**src/rtl/seq_divider_if.sv**
```systemverilog
// Request/result bundle for the iterative divider: operands and start from the
// requester, status, quotient, remainder and flags back from the divider.
interface seq_divider_if #(
  parameter int WIDTH = 8
);
  logic             start;
  logic [WIDTH-1:0] A;
  logic [WIDTH-1:0] B;
  logic             busy;
  logic             done;
  logic [WIDTH-1:0] Q;
  logic [WIDTH-1:0] R;
  logic             zero_flag;
  logic             div_zero_flag;
  logic             over_flow_flag;

  modport master (
    output start, A, B,
    input  busy, done, Q, R, zero_flag, div_zero_flag, over_flow_flag
  );

  modport slave (
    input  start, A, B,
    output busy, done, Q, R, zero_flag, div_zero_flag, over_flow_flag
  );
endinterface

```
**src/rtl/seq_divider.sv**
```systemverilog
// Restoring shift/subtract divider, one quotient bit per clock.
// Define DIV_SIGNED_EN for two's-complement operands; default is unsigned.
module seq_divider #(
  parameter int WIDTH = 8
) (
  input  logic         CLK,
  input  logic         RST,
  seq_divider_if.slave bus
);

  localparam int CNT_W = $clog2(WIDTH + 1);

  typedef enum logic [1:0] {
    IDLE = 2'd0,
    CALC = 2'd1,
    DONE = 2'd2
  } state_t;

  state_t           state_r;
  state_t           state_nxt_s;
  logic             accept_s;
  logic             last_s;
  logic             div0_s;

  logic [WIDTH-1:0] dvd_r;
  logic [WIDTH-1:0] dvs_r;
  logic [WIDTH-1:0] rem_r;
  logic [WIDTH-1:0] quo_r;
  logic [CNT_W-1:0] count_r;

  logic [WIDTH-1:0] mag_a_s;
  logic [WIDTH-1:0] mag_b_s;
  logic [WIDTH:0]   shift_s;
  logic [WIDTH+1:0] diff_s;
  logic             ge_s;
  logic [WIDTH-1:0] rem_step_s;
  logic [WIDTH-1:0] quo_step_s;
  logic [WIDTH-1:0] fin_q_s;
  logic [WIDTH-1:0] fin_r_s;
  logic             fin_ovf_s;

  logic             busy_r;
  logic             done_r;
  logic [WIDTH-1:0] q_r;
  logic [WIDTH-1:0] r_r;
  logic             zero_r;
  logic             dz_r;
  logic             ovf_r;

  assign div0_s = (bus.B == {WIDTH{1'b0}});

  // One trial subtraction; the extra top bit keeps the shifted-out remainder bit.
  assign shift_s    = {rem_r, dvd_r[WIDTH-1]};
  assign diff_s     = {1'b0, shift_s} - {2'b00, dvs_r};
  assign ge_s       = ~diff_s[WIDTH+1];
  assign rem_step_s = ge_s ? WIDTH'(diff_s) : WIDTH'(shift_s);
  assign quo_step_s = {quo_r[WIDTH-2:0], ge_s};

`ifdef DIV_SIGNED_EN
  localparam logic [WIDTH-1:0] MOST_NEG = {1'b1, {(WIDTH-1){1'b0}}};

  logic q_neg_r;
  logic r_neg_r;
  logic ovf_pend_r;

  function automatic logic [WIDTH-1:0] twos_neg(input logic [WIDTH-1:0] x);
    return ~x + {{(WIDTH-1){1'b0}}, 1'b1};
  endfunction

  assign mag_a_s   = bus.A[WIDTH-1] ? twos_neg(bus.A) : bus.A;
  assign mag_b_s   = bus.B[WIDTH-1] ? twos_neg(bus.B) : bus.B;
  assign fin_q_s   = q_neg_r ? twos_neg(quo_step_s) : quo_step_s;
  assign fin_r_s   = r_neg_r ? twos_neg(rem_step_s) : rem_step_s;
  assign fin_ovf_s = ovf_pend_r;

  // Operand signs captured at accept and applied when the result is stored.
  always_ff @(posedge CLK or negedge RST) begin
    if (!RST) begin
      q_neg_r    <= 1'b0;
      r_neg_r    <= 1'b0;
      ovf_pend_r <= 1'b0;
    end else if (accept_s) begin
      q_neg_r    <= bus.A[WIDTH-1] ^ bus.B[WIDTH-1];
      r_neg_r    <= bus.A[WIDTH-1];
      ovf_pend_r <= (bus.A == MOST_NEG) && (bus.B == {WIDTH{1'b1}});
    end
  end
`else
  assign mag_a_s   = bus.A;
  assign mag_b_s   = bus.B;
  assign fin_q_s   = quo_step_s;
  assign fin_r_s   = rem_step_s;
  assign fin_ovf_s = 1'b0;
`endif

  // State register.
  always_ff @(posedge CLK or negedge RST) begin
    if (!RST) begin
      state_r <= IDLE;
    end else begin
      state_r <= state_nxt_s;
    end
  end

  // Next-state decode; a zero divisor skips iteration and finishes at once.
  always_comb begin
    state_nxt_s = state_r;
    accept_s    = 1'b0;
    last_s      = 1'b0;
    case (state_r)
      IDLE, DONE: begin
        if (bus.start) begin
          accept_s    = 1'b1;
          state_nxt_s = div0_s ? DONE : CALC;
        end else begin
          state_nxt_s = IDLE;
        end
      end
      CALC: begin
        if (count_r == CNT_W'(1)) begin
          last_s      = 1'b1;
          state_nxt_s = DONE;
        end else begin
          state_nxt_s = CALC;
        end
      end
      default: begin
        state_nxt_s = IDLE;
      end
    endcase
  end

  // Iteration datapath: load magnitudes on accept, then shift/subtract per cycle.
  always_ff @(posedge CLK or negedge RST) begin
    if (!RST) begin
      dvd_r   <= {WIDTH{1'b0}};
      dvs_r   <= {WIDTH{1'b0}};
      rem_r   <= {WIDTH{1'b0}};
      quo_r   <= {WIDTH{1'b0}};
      count_r <= {CNT_W{1'b0}};
    end else if (accept_s) begin
      dvd_r   <= mag_a_s;
      dvs_r   <= mag_b_s;
      rem_r   <= {WIDTH{1'b0}};
      quo_r   <= {WIDTH{1'b0}};
      count_r <= CNT_W'(WIDTH);
    end else if (state_r == CALC) begin
      dvd_r   <= {dvd_r[WIDTH-2:0], 1'b0};
      rem_r   <= rem_step_s;
      quo_r   <= quo_step_s;
      count_r <= count_r - CNT_W'(1);
    end
  end

  // Result and status registers; the last iteration feeds the outputs directly.
  always_ff @(posedge CLK or negedge RST) begin
    if (!RST) begin
      busy_r <= 1'b0;
      done_r <= 1'b0;
      q_r    <= {WIDTH{1'b0}};
      r_r    <= {WIDTH{1'b0}};
      zero_r <= 1'b1;
      dz_r   <= 1'b0;
      ovf_r  <= 1'b0;
    end else begin
      busy_r <= (state_nxt_s == CALC);
      done_r <= (state_nxt_s == DONE);
      if (accept_s && div0_s) begin
        q_r    <= {WIDTH{1'b1}};
        r_r    <= bus.A;
        zero_r <= 1'b0;
        dz_r   <= 1'b1;
        ovf_r  <= 1'b0;
      end else if (last_s) begin
        q_r    <= fin_q_s;
        r_r    <= fin_r_s;
        zero_r <= (fin_q_s == {WIDTH{1'b0}});
        dz_r   <= 1'b0;
        ovf_r  <= fin_ovf_s;
      end
    end
  end

  assign bus.busy           = busy_r;
  assign bus.done           = done_r;
  assign bus.Q              = q_r;
  assign bus.R              = r_r;
  assign bus.zero_flag      = zero_r;
  assign bus.div_zero_flag  = dz_r;
  assign bus.over_flow_flag = ovf_r;

endmodule
```
**src/flat_wrapper.sv**
```systemverilog
// flat-port wrapper written by rule: the top's interface ports become plain ports
module seq_divider_flat 
#(
  parameter int WIDTH = 8
)
  (CLK, RST, bus_start, bus_A, bus_B, bus_busy, bus_done, bus_Q, bus_R, bus_zero_flag, bus_div_zero_flag, bus_over_flow_flag);
  seq_divider_if #(.WIDTH(WIDTH)) bus_i ();
  input  logic CLK;
  input  logic RST;
  input wire logic [$bits(bus_i.start)-1:0] bus_start;
  input wire logic [$bits(bus_i.A)-1:0] bus_A;
  input wire logic [$bits(bus_i.B)-1:0] bus_B;
  output wire logic [$bits(bus_i.busy)-1:0] bus_busy;
  output wire logic [$bits(bus_i.done)-1:0] bus_done;
  output wire logic [$bits(bus_i.Q)-1:0] bus_Q;
  output wire logic [$bits(bus_i.R)-1:0] bus_R;
  output wire logic [$bits(bus_i.zero_flag)-1:0] bus_zero_flag;
  output wire logic [$bits(bus_i.div_zero_flag)-1:0] bus_div_zero_flag;
  output wire logic [$bits(bus_i.over_flow_flag)-1:0] bus_over_flow_flag;
  assign bus_i.start = bus_start;
  assign bus_i.A = bus_A;
  assign bus_i.B = bus_B;
  assign bus_busy = bus_i.busy;
  assign bus_done = bus_i.done;
  assign bus_Q = bus_i.Q;
  assign bus_R = bus_i.R;
  assign bus_zero_flag = bus_i.zero_flag;
  assign bus_div_zero_flag = bus_i.div_zero_flag;
  assign bus_over_flow_flag = bus_i.over_flow_flag;
  seq_divider #(.WIDTH(WIDTH)) u_core (.CLK(CLK), .RST(RST), .bus(bus_i));
endmodule
```
**config.mk**
```make
export PLATFORM = sky130hd
export DESIGN_NAME = seq_divider_flat
export DESIGN_NICKNAME = d
export VERILOG_FILES = /design/src/rtl/seq_divider_if.sv /design/src/rtl/seq_divider.sv /design/src/flat_wrapper.sv
export SDC_FILE = /design/constraint.sdc
export NUM_CORES = 1
export LEC_CHECK = 0
export CAP_MARGIN = 15
export CORE_MARGIN = 2
export CORE_UTILIZATION = 30
export CTS_CLUSTER_DIAMETER = 200
export CTS_CLUSTER_SIZE = 30
export DETAILED_ROUTE_END_ITERATION = 10
export PLACE_DENSITY = 0.54
export SLEW_MARGIN = 10
export SYNTH_ARGS = -nofsm -noshare
export SYNTH_HDL_FRONTEND = slang
export SYNTH_SLANG_ARGS = --single-unit
```
**constraint.sdc**
```tcl
create_clock -name CLK -period 3 [get_ports CLK]
set_clock_uncertainty 0.05 [all_clocks]
set_input_delay 0.3 -clock CLK [delete_from_list [all_inputs] [get_ports CLK]]
set_output_delay 0.3 -clock CLK [all_outputs]
set_load 0.03 [all_outputs]
```
==> results of run 1 <==
[logic make-up (layout without fill, tap and decap cells)]
group	count (synthesis)	in the layout	share of synthesized area [%]
compound gates	85	85	20.4
buf+inv	31	73	4.45
mux	4	4	1.41
fa+ha+maj	11	11	5.11
flops	57	57	50.3
other cells	1	1	0.132
xor+xnor	4	4	1.23
simple gates	98	98	17.0
[registers in the layout (all words and copies together), names as in the netlist]
register and cells:
u_core.dvs_r 8, u_core.bus.Q 8, u_core.bus.done 1, u_core.rem_r 8, u_core.bus.busy 1, u_core.count_r 4
u_core.state_r 2, u_core.bus.zero_flag 1, u_core.bus.R 8, u_core.bus.div_zero_flag 1, u_core.quo_r 7, u_core.dvd_r 8
[how the worst max path moves through the flow]
stage / start / endpoint / cells past startpoint
2_1_floorplan: u_core.dvd_r[7] / u_core.bus.R[6] / 9
3_3_place_gp: u_core.dvd_r[7] / u_core.bus.R[6] / 9
3_5_place_dp: u_core.dvd_r[7] / u_core.bus.R[6] / 9
4_1_cts: u_core.dvd_r[7] / u_core.bus.R[6] / 9
5_1_grt: u_core.dvd_r[7] / u_core.rem_r[6] / 9
6_report: u_core.dvd_r[7] / u_core.bus.R[6] / 9
[worst register-to-register path, delay by kind of cell (launching register included)]
family / cells / cell delay, ns
adders and majority gates: 2 / 0.58
AOI/OAI and AO/OA: 4 / 1.29
DFF: 1 / 0.37
buffers and inverters: 2 / 0.13
and+or+nand+nor: 1 / 0.09
[report_power, final]
part           switching [mW]  total [mW]  internal (mW)
logic                    1.44        2.47           1.02
registers               0.250        1.39           1.15
clock network           0.287       0.612          0.324
total                    1.98        4.47           2.49
[layout by cell type (no fill, tap or decap), drive strengths merged, types with 4 or more instances in the layout]
cell type and n:
ha 10, nor4 4, clkbuf 11, o21ai 25, o22a 6, nand3 10, mux2i 4, nor2 19
a22oi 4, nand2 41, inv 15, clkdlybuf4s50 37, a31oi 8, dfrtp 56, buf 8, nor2b 4
a21o 4, a22o 8, a21oi 13
[final cells by class]
cell class	count	area, µm²
inverter	16	60.1
multi-input combinational	203	1290
clock buffer	11	151
sequential	57	1430
tap	111	139
fill	936	5700
timing repair buffer	45	428
clock inverter	1	5.00
[routing by layer]
metal	GRT usage (%)	up-vias	part of all wire, %
met5	0	-	0
met1	19.7	1166	46
li1	-	1117	-
met2	24.0	81	47
met4	4.78	0	1.3
met3	4.83	14	5.7
[metrics by stage]
stage               worst slack (ns)  utilization [%]  power [mW]
floorplan                      0.674                -        3.11
global placement               0.448             36.3        3.83
detailed placement             0.407             36.3        3.87
CTS                            0.402             38.0        4.50
global route                   0.167             38.0        4.84
finish                         0.376             38.0        4.47
==> impl_metrics.json, run 1 <==
{
  "dp_cells": 432,
  "crit_family": "compound AO/OA/AOI/OAI gates",
  "rsz0062_at_grt": "no",
  "dpl.hpwl_um": 5120,
  "cts_setup_buffers": 0,
  "routed_wl_um": 7230,
  "drt_iter0_drc": 136,
  "synth_top_area_share_pct": 49.3,
  "fmax_mhz": 381,
  "timing.rr.start": "u_core.dvd_r[7]",
  "cp_cell_sequence": "inv_1 -> ha_1 -> inv_1 -> fa_1 -> a211oi_1 -> nor4_1 -> a2111oi_0 -> a31oi_1 -> a31o_2",
  "areaGrowthSynthToFinish_pct": 23.1,
  "grt-ovfl-total": 0,
  "yosysTopAreaCell": "dfrtp_1",
  "critical-path-max-stage-delay_ns": 0.54,
  "crit_arrival_ns": 2.81,
  "synth_area_leaders": "dfrtp_1 49%, nand2_1 5.4%, ha_1 4.4%",
  "final.setup.tns_ns": 0,
  "final-hold-violation-count": 0,
  "std_cell_rows": 35,
  "setup_violations": 0,
  "io_buffers": 38,
  "slowest_stage": "a2111oi_0",
  "antenna_found_initial": 0,
  "die_y_um": 101,
  "final_area_um2": 3500,
  "grt_pass1_vias": 2395,
  "min_path_type": "in2async",
  "tightest_slew_ns": 1.04,
  "clk_path_buf_depth": 2,
  "gp_congestion": 0.891,
  "cts_tree": "built",
  "timing.final.crit_share_pct": 87.5,
  "avgSynthCellArea_um2": 9.76,
  "grt_pass1_wl_um": 12000,
  "crit_required_ns": 3.18,
  "insertion_delay_ns": 0.34,
  "antenna_left": 0,
  "start_util_pct": 30.9,
  "synthCells": 291,
  "dr_total_vias": 2378,
  "layout-drive-gt1-share_pct": 10.5,
  "final_nets": 362,
  "ys_top_cells_by_count": "56 x dfrtp_1, 41 x nand2_1, 25 x o21ai_0",
  "crit_type": "reg2reg",
  "vdd_drop_max_mv": 0.612,
  "core_area_um2": 9200,
  "ctsRootBufferMaster": "clkbuf_8",
  "critPathMostFrequentCell": "inv_1",
  "cts_hold_buf": 0,
  "cts_max_level": 3,
  "yosysWarnings": 0,
  "synth_top_flop_cell": "dfrtp_1",
  "io_pins": 40,
  "numCtsBuffers": 9,
  "cap_violations": 0,
  "clock_sinks": 57,
  "synth_nets": 321,
  "dr.pass1.iters": 4,
  "async_reset_ff_share_pct": 100,
  "drt-vias-per-instance": 5.36,
  "die_x_um": 101,
  "cp_max_fo": 3,
  "grt_max_degree": 41,
  "synth.yosys.seq_area_share_pct": 50.3,
  "reg2reg_slack_ns": 0.38,
  "ys_ff_latch": 57,
  "maxSlewHeadroom_pct": 30.7,
  "detailed_place.area_um2": 3340,
  "syn_area_um2": 2840,
  "synth_edf_count": 0,
  "cp-end-kind": "flop",
  "post-route-drc-count": 0,
  "r2r-end": "u_core.bus.R[6]",
  "status": "finished clean",
  "whs_ns": 0.0324,
  "die_area_um2": 10300,
  "critPathBufInv": 2,
  "synthDistinctLibCells": 51,
  "synthMostInstantiatedCell": "dfrtp_1",
  "finalCriticalPeriod_ns": 2.62,
  "grt_usage_pct": 15.1,
  "p_per_area_nw_per_um2": 1280,
  "r2r_cells": 9,
  "avgRoutedWirePerCell_um": 16.3,
  "fin_cells": 444,
  "cts.clk_slew.worst_paths_ns": 0.06,
  "post_cts_resize_count": 0,
  "start_kind": "flop",
  "antenna_cells": 0,
  "slew_viol_final": 0,
  "leakage_nw": 1.54
}
Note: power is estimated with default switching activity, not from simulation.
==> inputs of run 2 (changes only) <==
--- a/config.mk
+++ b/config.mk
@@ -11,7 +11,6 @@
 export CTS_CLUSTER_DIAMETER = 200
 export CTS_CLUSTER_SIZE = 30
 export DETAILED_ROUTE_END_ITERATION = 10
-export PLACE_DENSITY = 0.54
 export SLEW_MARGIN = 10
 export SYNTH_ARGS = -nofsm -noshare
 export SYNTH_HDL_FRONTEND = slang
==> run 2 against run 1 <==
  * Clock power increased by 32%
  * Sequential power about the same
  * First-iteration DRC count decreased by 11%
  * Hold slack improved by 0.35 ns
  * Sequential share of layout area decreased by 1.1 points
  * Largest power group unchanged
  * Highest routed layer unchanged
==> impl_metrics.json, run 2 (synthesis results as in run 1) <==
{
  "status": "finished clean",
  "post_cts_resize_count": 0,
  "grt_pass1_vias": 2291,
  "fmax_mhz": 374,
  "grt_use_met3_pct": 3.45,
  "start_kind": "flop",
  "drt-vias-per-instance": 5.08,
  "tightest_slew_ns": 1.04,
  "dr_total_vias": 2287,
  "fin_cells": 450,
  "final.setup.tns_ns": 0,
  "min_path_type": "in2async",
  "cts.clk_slew.worst_paths_ns": 0.07,
  "io_pins": 40,
  "cp-end-kind": "flop",
  "grt-ovfl-total": 0,
  "crit_required_ns": 3.17,
  "core_area_um2": 9200,
  "maxSlewHeadroom_pct": 30.2,
  "cts_max_level": 3,
  "grt.busiest_layer": "met2",
  "setup_violations": 0,
  "die_y_um": 101,
  "clock_sinks": 57,
  "final-hold-violation-count": 0,
  "dpl.hpwl_um": 5220,
  "avgRoutedWirePerCell_um": 15.9,
  "clk_path_buf_depth": 2,
  "finalCriticalPeriod_ns": 2.68,
  "antenna_left": 0,
  "std_cell_rows": 35,
  "die_area_um2": 10300,
  "cts_tree": "built",
  "rsz0062_at_grt": "no",
  "crit_type": "reg2reg",
  "fin_util_pct": 39.0,
  "antenna_cells": 0,
  "final_common_cell": "dfrtp_1",
  "leakage_nw": 1.58,
  "areaGrowthSynthToFinish_pct": 26.4,
  "insertion_delay_ns": 0.33,
  "cts_hold_buf": 0,
  "die_x_um": 101,
  "fillers": 938,
  "vdd_drop_max_mv": 0.681,
  "grtUsageMet2_pct": 24.1,
  "final_nets": 364,
  "whs_ns": 0.386,
  "timing.final.crit_share_pct": 89.2,
  "dp_cells": 432,
  "layout-drive-gt1-share_pct": 11.5,
  "grt_use_met1_pct": 19.6,
  "start_util_pct": 30.9,
  "final_cell_mix": "56 x dfrtp_1, 41 x nand2_1, 37 x clkdlybuf4s50_1",
  "grt_usage_pct": 14.9,
  "cts_setup_buffers": 0,
  "gp_congestion": 0.827,
  "dr.pass1.iters": 4,
  "totalPowerFinal_mw": 4.64,
  "io_buffers": 38,
  "p_per_area_nw_per_um2": 1290,
  "cp_max_fo": 3,
  "slew_viol_final": 0,
  "drt_iter0_drc": 121,
  "grt_pass1_wl_um": 11700,
  "antenna_found_initial": 0,
  "grt_max_degree": 49,
  "cap_violations": 0,
  "numCtsBuffers": 9,
  "post-route-drc-count": 0,
  "routed_wl_um": 7150,
  "ctsRootBufferMaster": "clkbuf_8",
  "crit_arrival_ns": 2.85
}
## run 2: changes by cell type in the layout (fill, tap and decap cells not counted), sizes merged
cell	change
bufinv	+2
clkinv	+2
buf	+1
dlygate4sd3	+1
## run 2: final cells by class
cell class	count	area (µm²)	share of cell area, %
clock inverter	5	78.8	2.20
timing repair buffer	47	458	12.8
inverter	16	60.1	1.67
sequential	57	1430	39.8
clock buffer	11	141	3.94
multi-input combinational	203	1290	35.8
tap	111	139	3.87
## run 2: through the flow
step	instance area, µm²	worst slack (ns)
after global placement	3340	0.344
after global routing	3590	0.0673
after CTS	3560	0.246
after detailed placement	3340	0.269
final	3590	0.323
after floorplan	2840	0.674
## run 2: path summary, 6_finish.rpt
| kind | start | endpoint | slack [ns] | cells after the start |
|---|---|---|---|---|
| hold / removal | RST | u_core.bus.Q[5] | 0.39 | 2 |
| hold reg to reg | u_core.bus.div_zero_flag | u_core.bus.div_zero_flag | 0.43 | 2 |
| setup / recovery | u_core.dvd_r[7] | u_core.bus.R[6] | 0.32 | 9 |
| min in group CLK | u_core.bus.div_zero_flag | u_core.bus.div_zero_flag | 0.43 | 2 |
| max in group asynchronous | RST | u_core.bus.zero_flag | 1.94 | 3 |
| setup reg to reg | u_core.dvd_r[7] | u_core.bus.R[6] | 0.32 | 9 |
## run 2: per-layer routing
metal / share of wire (%) / vias up
met4: 1.6 / 0
met3: 4.0 / 10
met1: 47 / 1102
met5: 0 / -
met2: 48 / 48
li1: - / 1127
## run 2: power breakdown
part / internal [mW] / switching [mW] / total, mW
Combinational: 1.01 / 1.44 / 2.45
Sequential: 1.14 / 0.248 / 1.39
Clock: 0.489 / 0.317 / 0.806
Total: 2.64 / 2.00 / 4.64
## run 2: critical path, stage by stage (launching register included)
cell and delay, ns:
dfrtp_1 0.38, inv_1 0.07, ha_1 0.17, inv_1 0.06, fa_1 0.41, a211oi_1 0.37
nor4_1 0.09, a2111oi_0 0.56, a31oi_1 0.17, a31o_2 0.23
